### src/rtl/mcu_sram_pkg.sv
// Shared types and sizing constants for the MCU SRAM controller slice.
package mcu_sram_pkg;

   localparam int AW  = 12;
   localparam int DW  = 32;
   localparam int WAW = 10;
   localparam int BW  = DW / 8;

   typedef enum logic [1:0] {
      IDLE,
      RD_CAP,
      RMW_WR,
      RESP
   } state_t;

endpackage

### src/rtl/mcu_sram_be_merge.sv
// Per-byte merge: each enabled byte takes the new data, the rest keep the old data.
module mcu_sram_be_merge
   import mcu_sram_pkg::*;
#(
   parameter int DW = mcu_sram_pkg::DW
) (
   input  logic [DW-1:0]   old_i,
   input  logic [DW-1:0]   new_i,
   input  logic [DW/8-1:0] be_i,
   output logic [DW-1:0]   merged_o
);

   for (genvar i = 0; i < DW / 8; i++) begin : g_byte
      assign merged_o[8*i +: 8] = be_i[i] ? new_i[8*i +: 8] : old_i[8*i +: 8];
   end

endmodule

### src/rtl/mcu_sram_ctrl.sv
// Single-outstanding request/response bridge to a one-port synchronous SRAM,
// with read-modify-write for partial byte-enable writes.
module mcu_sram_ctrl
   import mcu_sram_pkg::*;
#(
   parameter int AW  = mcu_sram_pkg::AW,
   parameter int DW  = mcu_sram_pkg::DW,
   parameter int WAW = mcu_sram_pkg::WAW
) (
   input  logic            clk,
   input  logic            rst_n,
   input  logic            req_valid,
   output logic            req_ready,
   input  logic            req_we,
   input  logic [AW-1:0]   req_addr,
   input  logic [DW-1:0]   req_wdata,
   input  logic [DW/8-1:0] req_be,
   output logic            rsp_valid,
   input  logic            rsp_ready,
   output logic [DW-1:0]   rsp_rdata,
   output logic            rsp_err,
   output logic            sram_we,
   output logic [WAW-1:0]  sram_addr,
   output logic [DW-1:0]   sram_din,
   input  logic [DW-1:0]   sram_dout
);

   localparam logic [DW/8-1:0] BE_FULL = '1;

   state_t           state_q;
   logic [WAW-1:0]   addr_q;
   logic [DW-1:0]    wdata_q;
   logic [DW/8-1:0]  be_q;
   logic [DW-1:0]    rdata_q;
   logic             err_q;

   logic             inIdle;
   logic             handshake;
   logic             aligned;
   logic [DW-1:0]    merged;

   assign inIdle    = (state_q == IDLE);
   assign aligned   = (req_addr[1:0] == 2'b00);
   assign req_ready = inIdle && rst_n;
   assign handshake = req_valid && req_ready;

   mcu_sram_be_merge #(.DW(DW)) u_merge (
      .old_i    (sram_dout),
      .new_i    (wdata_q),
      .be_i     (be_q),
      .merged_o (merged)
   );

   // In IDLE the SRAM sees the live request so reads start on the acceptance edge.
   assign sram_addr = inIdle ? req_addr[AW-1:2] : addr_q;
   assign sram_din  = inIdle ? req_wdata : merged;
   assign sram_we   = rst_n &&
                      ((handshake && req_we && (req_be == BE_FULL) && aligned) ||
                       (state_q == RMW_WR));

   assign rsp_valid = (state_q == RESP);
   assign rsp_rdata = rdata_q;
   assign rsp_err   = err_q;

   always_ff @(posedge clk) begin
      if (!rst_n) begin
         state_q <= IDLE;
         addr_q  <= '0;
         wdata_q <= '0;
         be_q    <= '0;
         rdata_q <= '0;
         err_q   <= 1'b0;
      end else begin
         case (state_q)
            IDLE: begin
               if (handshake) begin
                  addr_q  <= req_addr[AW-1:2];
                  wdata_q <= req_wdata;
                  be_q    <= req_be;
                  rdata_q <= '0;
                  err_q   <= !aligned;
                  if (!aligned) begin
                     state_q <= RESP;
                  end else if (!req_we) begin
                     state_q <= RD_CAP;
                  end else if ((req_be == BE_FULL) || (req_be == '0)) begin
                     state_q <= RESP;
                  end else begin
                     state_q <= RMW_WR;
                  end
               end
            end
            RD_CAP: begin
               rdata_q <= sram_dout;
               err_q   <= 1'b0;
               state_q <= RESP;
            end
            RMW_WR: begin
               rdata_q <= '0;
               err_q   <= 1'b0;
               state_q <= RESP;
            end
            RESP: begin
               if (rsp_ready) begin
                  state_q <= IDLE;
               end
            end
            default: state_q <= IDLE;
         endcase
      end
   end

endmodule

### config.mk
export PLATFORM = sky130hd
export DESIGN_NAME = mcu_sram_ctrl
export DESIGN_NICKNAME = d
export VERILOG_FILES = /design/src/rtl/mcu_sram_pkg.sv /design/src/rtl/mcu_sram_be_merge.sv /design/src/rtl/mcu_sram_ctrl.sv
export SDC_FILE = /design/constraint.sdc
export NUM_CORES = 1
export LEC_CHECK = 0
export ABC_AREA = 1
export CORE_AREA = 5 5 124 79
export CTS_BUF_LIST = sky130_fd_sc_hd__clkbuf_4 sky130_fd_sc_hd__clkbuf_8
export DETAILED_ROUTE_END_ITERATION = 16
export DIE_AREA = 0 0 129 84
export GPL_TIMING_DRIVEN = 1
export PLACE_DENSITY = 0.95
export SYNTH_ARGS = -nofsm -noshare
export SYNTH_HDL_FRONTEND = slang
export SYNTH_SLANG_ARGS = --single-unit
### constraint.sdc
create_clock -name clk -period 3.98 [get_ports clk]
set_input_delay 0.796 -clock clk [delete_from_list [all_inputs] [get_ports clk]]
set_output_delay 0.796 -clock clk [all_outputs]
set_load 0.01 [all_outputs]
==> results.toml <==
[layout]
area_growth_pct = 45.7
fin_nets = 783
layoutNonFillerInstCount = 814
mostFrequentLayoutCells = "clkdlybuf4s50_1, o21ai_0, inv_1"
final_common_cell = "clkdlybuf4s50_1"
final_layout_size_suffix_gt1_share_pct = 6.73
fillers = 704
diodes = 0

[worst_setup_path]
startpoint_type = "register"
r2r_start = "state_q[0]"
critPathArrivalTime_ps = 2770
reg2reg_depth = 9
critPathKind = "reg2out"
r2r-end = "rsp_rdata[17]"
r2r_slack_ps = 1020
endpoint_kind = "primary output"
path_max_fanout = 45
cp.required_ps = 3180

[grt]
groute.usage.overall_pct = 22.5
grt_pass1_vias = 4103
grt_pass1_wl_mm = 19.6
gr-total-overflow = 0
grt_max_degree = 91
antenna_found_initial = 0

[placed_design]
pre_cts_ws_ps = 791
dp_hpwl_mm = 8.93
place_inst = 798
io_buffers = 162
finalWeightedCongestion = 0.867

[cts]
clockRootBuffer = "clkbuf_8"
numCtsBuffers = 9
clk_pin_slew_ps = 70
htree_num_levels = 3
numClockSinks = 81
postCtsSetupRepairBufs = 0
ctsResizeCount = 0
clk_path_buf_depth = 2
hold_buffers = 0
clkLatencyLatePin_ps = 370
cts_tree = "done"

[run]
max_cap_viol_count = 0

[detailed_routing]
drt_iter0_drc = 276
dr.pass1.iters = 5
routedWlPerCell_um = 15.2
finalWirelength_mm = 12.4
final_antenna_net_count = 0
via_per_inst = 5.27
vias = 4289
drc = 0

[floorplanning]
ios = 163
die_area_um2 = 10800
rows = 27
die_w_um = 129
coreArea_um2 = 8720
die_y_um = 84
start_util_pct = 45.8

[sta]
drv_slew = 0
slew_headroom_pct = 39.2
hold_violations = 0
fin_hold_ws_ps = 468
fin_skew_ps = 11.2
worst_slack_ps = 416
finalCritPeriodShare_pct = 89.5
rsz0062_at_grt = "no"
fmaxAchievable_ghz = 0.281
tightest_slew_ps = 912
setup_viol = 0
final.min_clock_period_ps = 3560
fin_tns_setup_ps = 0

[synth]
synth_seq_cells = 81
syn_area_per_cell_um2 = 7.15
syn_nets = 648
ys_types = 23
synth_warnings = 0
syn-cell-area_um2 = 3990
ys_seq_area_share_pct = 40.7
synthCells = 558

[worst_hold_path]
min_from = "rsp_rdata[31]"
min_to = "rsp_rdata[31]"
hold_depth = 2
hold_class = "reg2reg"

[outcome]
outcome = "complete, no violations"

[pwr]
power.density_nw_per_um2 = 665
p_leak_uw = 0.00224
ir_drop_v = 0.000352
-- final cells by class --
cell class | count | area (µm²) | area share (%)
multi-input combinational | 345 | 1810 | 31.1
timing repair buffer | 168 | 1690 | 29.0
sequential | 81 | 1620 | 27.9
inverter | 88 | 330 | 5.68
tap | 116 | 145 | 2.50
clock buffer | 11 | 139 | 2.39
clock inverter | 5 | 80.1 | 1.38
-- critical path, cell delays in order (launching register included) --
cell and delay [ps]:
dfxtp_1 370, inv_1 100, ha_1 310, inv_2 490, buf_12 280, o211ai_1 140
o21ai_0 110, clkdlybuf4s50_1 560
-- registers in the layout, summed over array words and instances (netlist names) --
name and count:
wdata_q 32, rsp_rdata 32, state_q 2, addr_q 10
rsp_err 1, be_q 4
-- cells in the mapped netlist --
| cell type | number | area share (%) |
|---|---|---|
| nor2_1 | 22 | 2.1 |
| or2_2 | 1 | 0.16 |
| clkinv_1 | 1 | 0.094 |
| nand3_4 | 1 | 0.44 |
| dfxtp_1 | 81 | 41 |
| a21oi_2 | 17 | 3.7 |
| inv_2 | 1 | 0.094 |
| nand3_1 | 63 | 7.9 |
| o21ai_1 | 9 | 1.1 |
| buf_6 | 6 | 1.7 |
| a21oi_1 | 20 | 2.5 |
| inv_1 | 86 | 8.1 |
| buf_4 | 1 | 0.19 |
| buf_1 | 4 | 0.38 |
| ha_1 | 5 | 1.6 |
| nand2_2 | 2 | 0.31 |
| nand2_1 | 77 | 7.2 |
| buf_2 | 14 | 1.8 |
| nor2_2 | 1 | 0.16 |
| o21ai_0 | 93 | 12 |
| nand4_1 | 1 | 0.16 |
| clkbuf_1 | 19 | 1.8 |
| o211ai_1 | 33 | 6.2 |
-- per-layer routing --
layer | share of wire, % | track usage, % | vias up
met2 | 45 | 35.2 | 235
li1 | - | - | 2096
met3 | 11 | 8.38 | 21
met4 | 1.7 | 8.01 | 0
met5 | 0 | 0 | -
met1 | 42 | 28.2 | 1937
-- stage by stage --
stage	power, µW	area, µm²	utilization [%]
floorplan	2250	3990	-
global placement	3140	5590	64.2
detailed placement	3210	5590	64.2
CTS	3890	5810	66.7
global route	4110	5810	66.7
finish	3860	5810	66.7
-- worst max-delay path by stage --
stage / endpoint / cells past startpoint / slack, ps / start
after global placement: sram_we / 6 / 780 / req_valid
final: sram_din[1] / 7 / 420 / state_q[0]
after floorplan: sram_we / 4 / 1640 / rst_n
after CTS: sram_din[13] / 7 / 400 / state_q[0]
after detailed placement: sram_we / 6 / 790 / req_valid
after global routing: sram_din[5] / 7 / 210 / state_q[0]
-- kinds of logic after synthesis --
group	share of synthesized area, %
AO/OA/AOI/OAI	25.3
AND/OR/NAND/NOR	18.4
buffers and inverters	14.1
flip-flops	40.7
adder cells (fa/ha/maj)	1.57
-- power breakdown --
| part | switching [µW] | leakage, µW | internal [µW] |
|---|---|---|---|
| combinational | 1050 | 0.00147 | 971 |
| sequential | 151 | 0.000664 | 1030 |
| clock | 299 | 0.000106 | 366 |
| total | 1500 | 0.00224 | 2360 |
No activity file was read; power rests on OpenSTA's default activity.
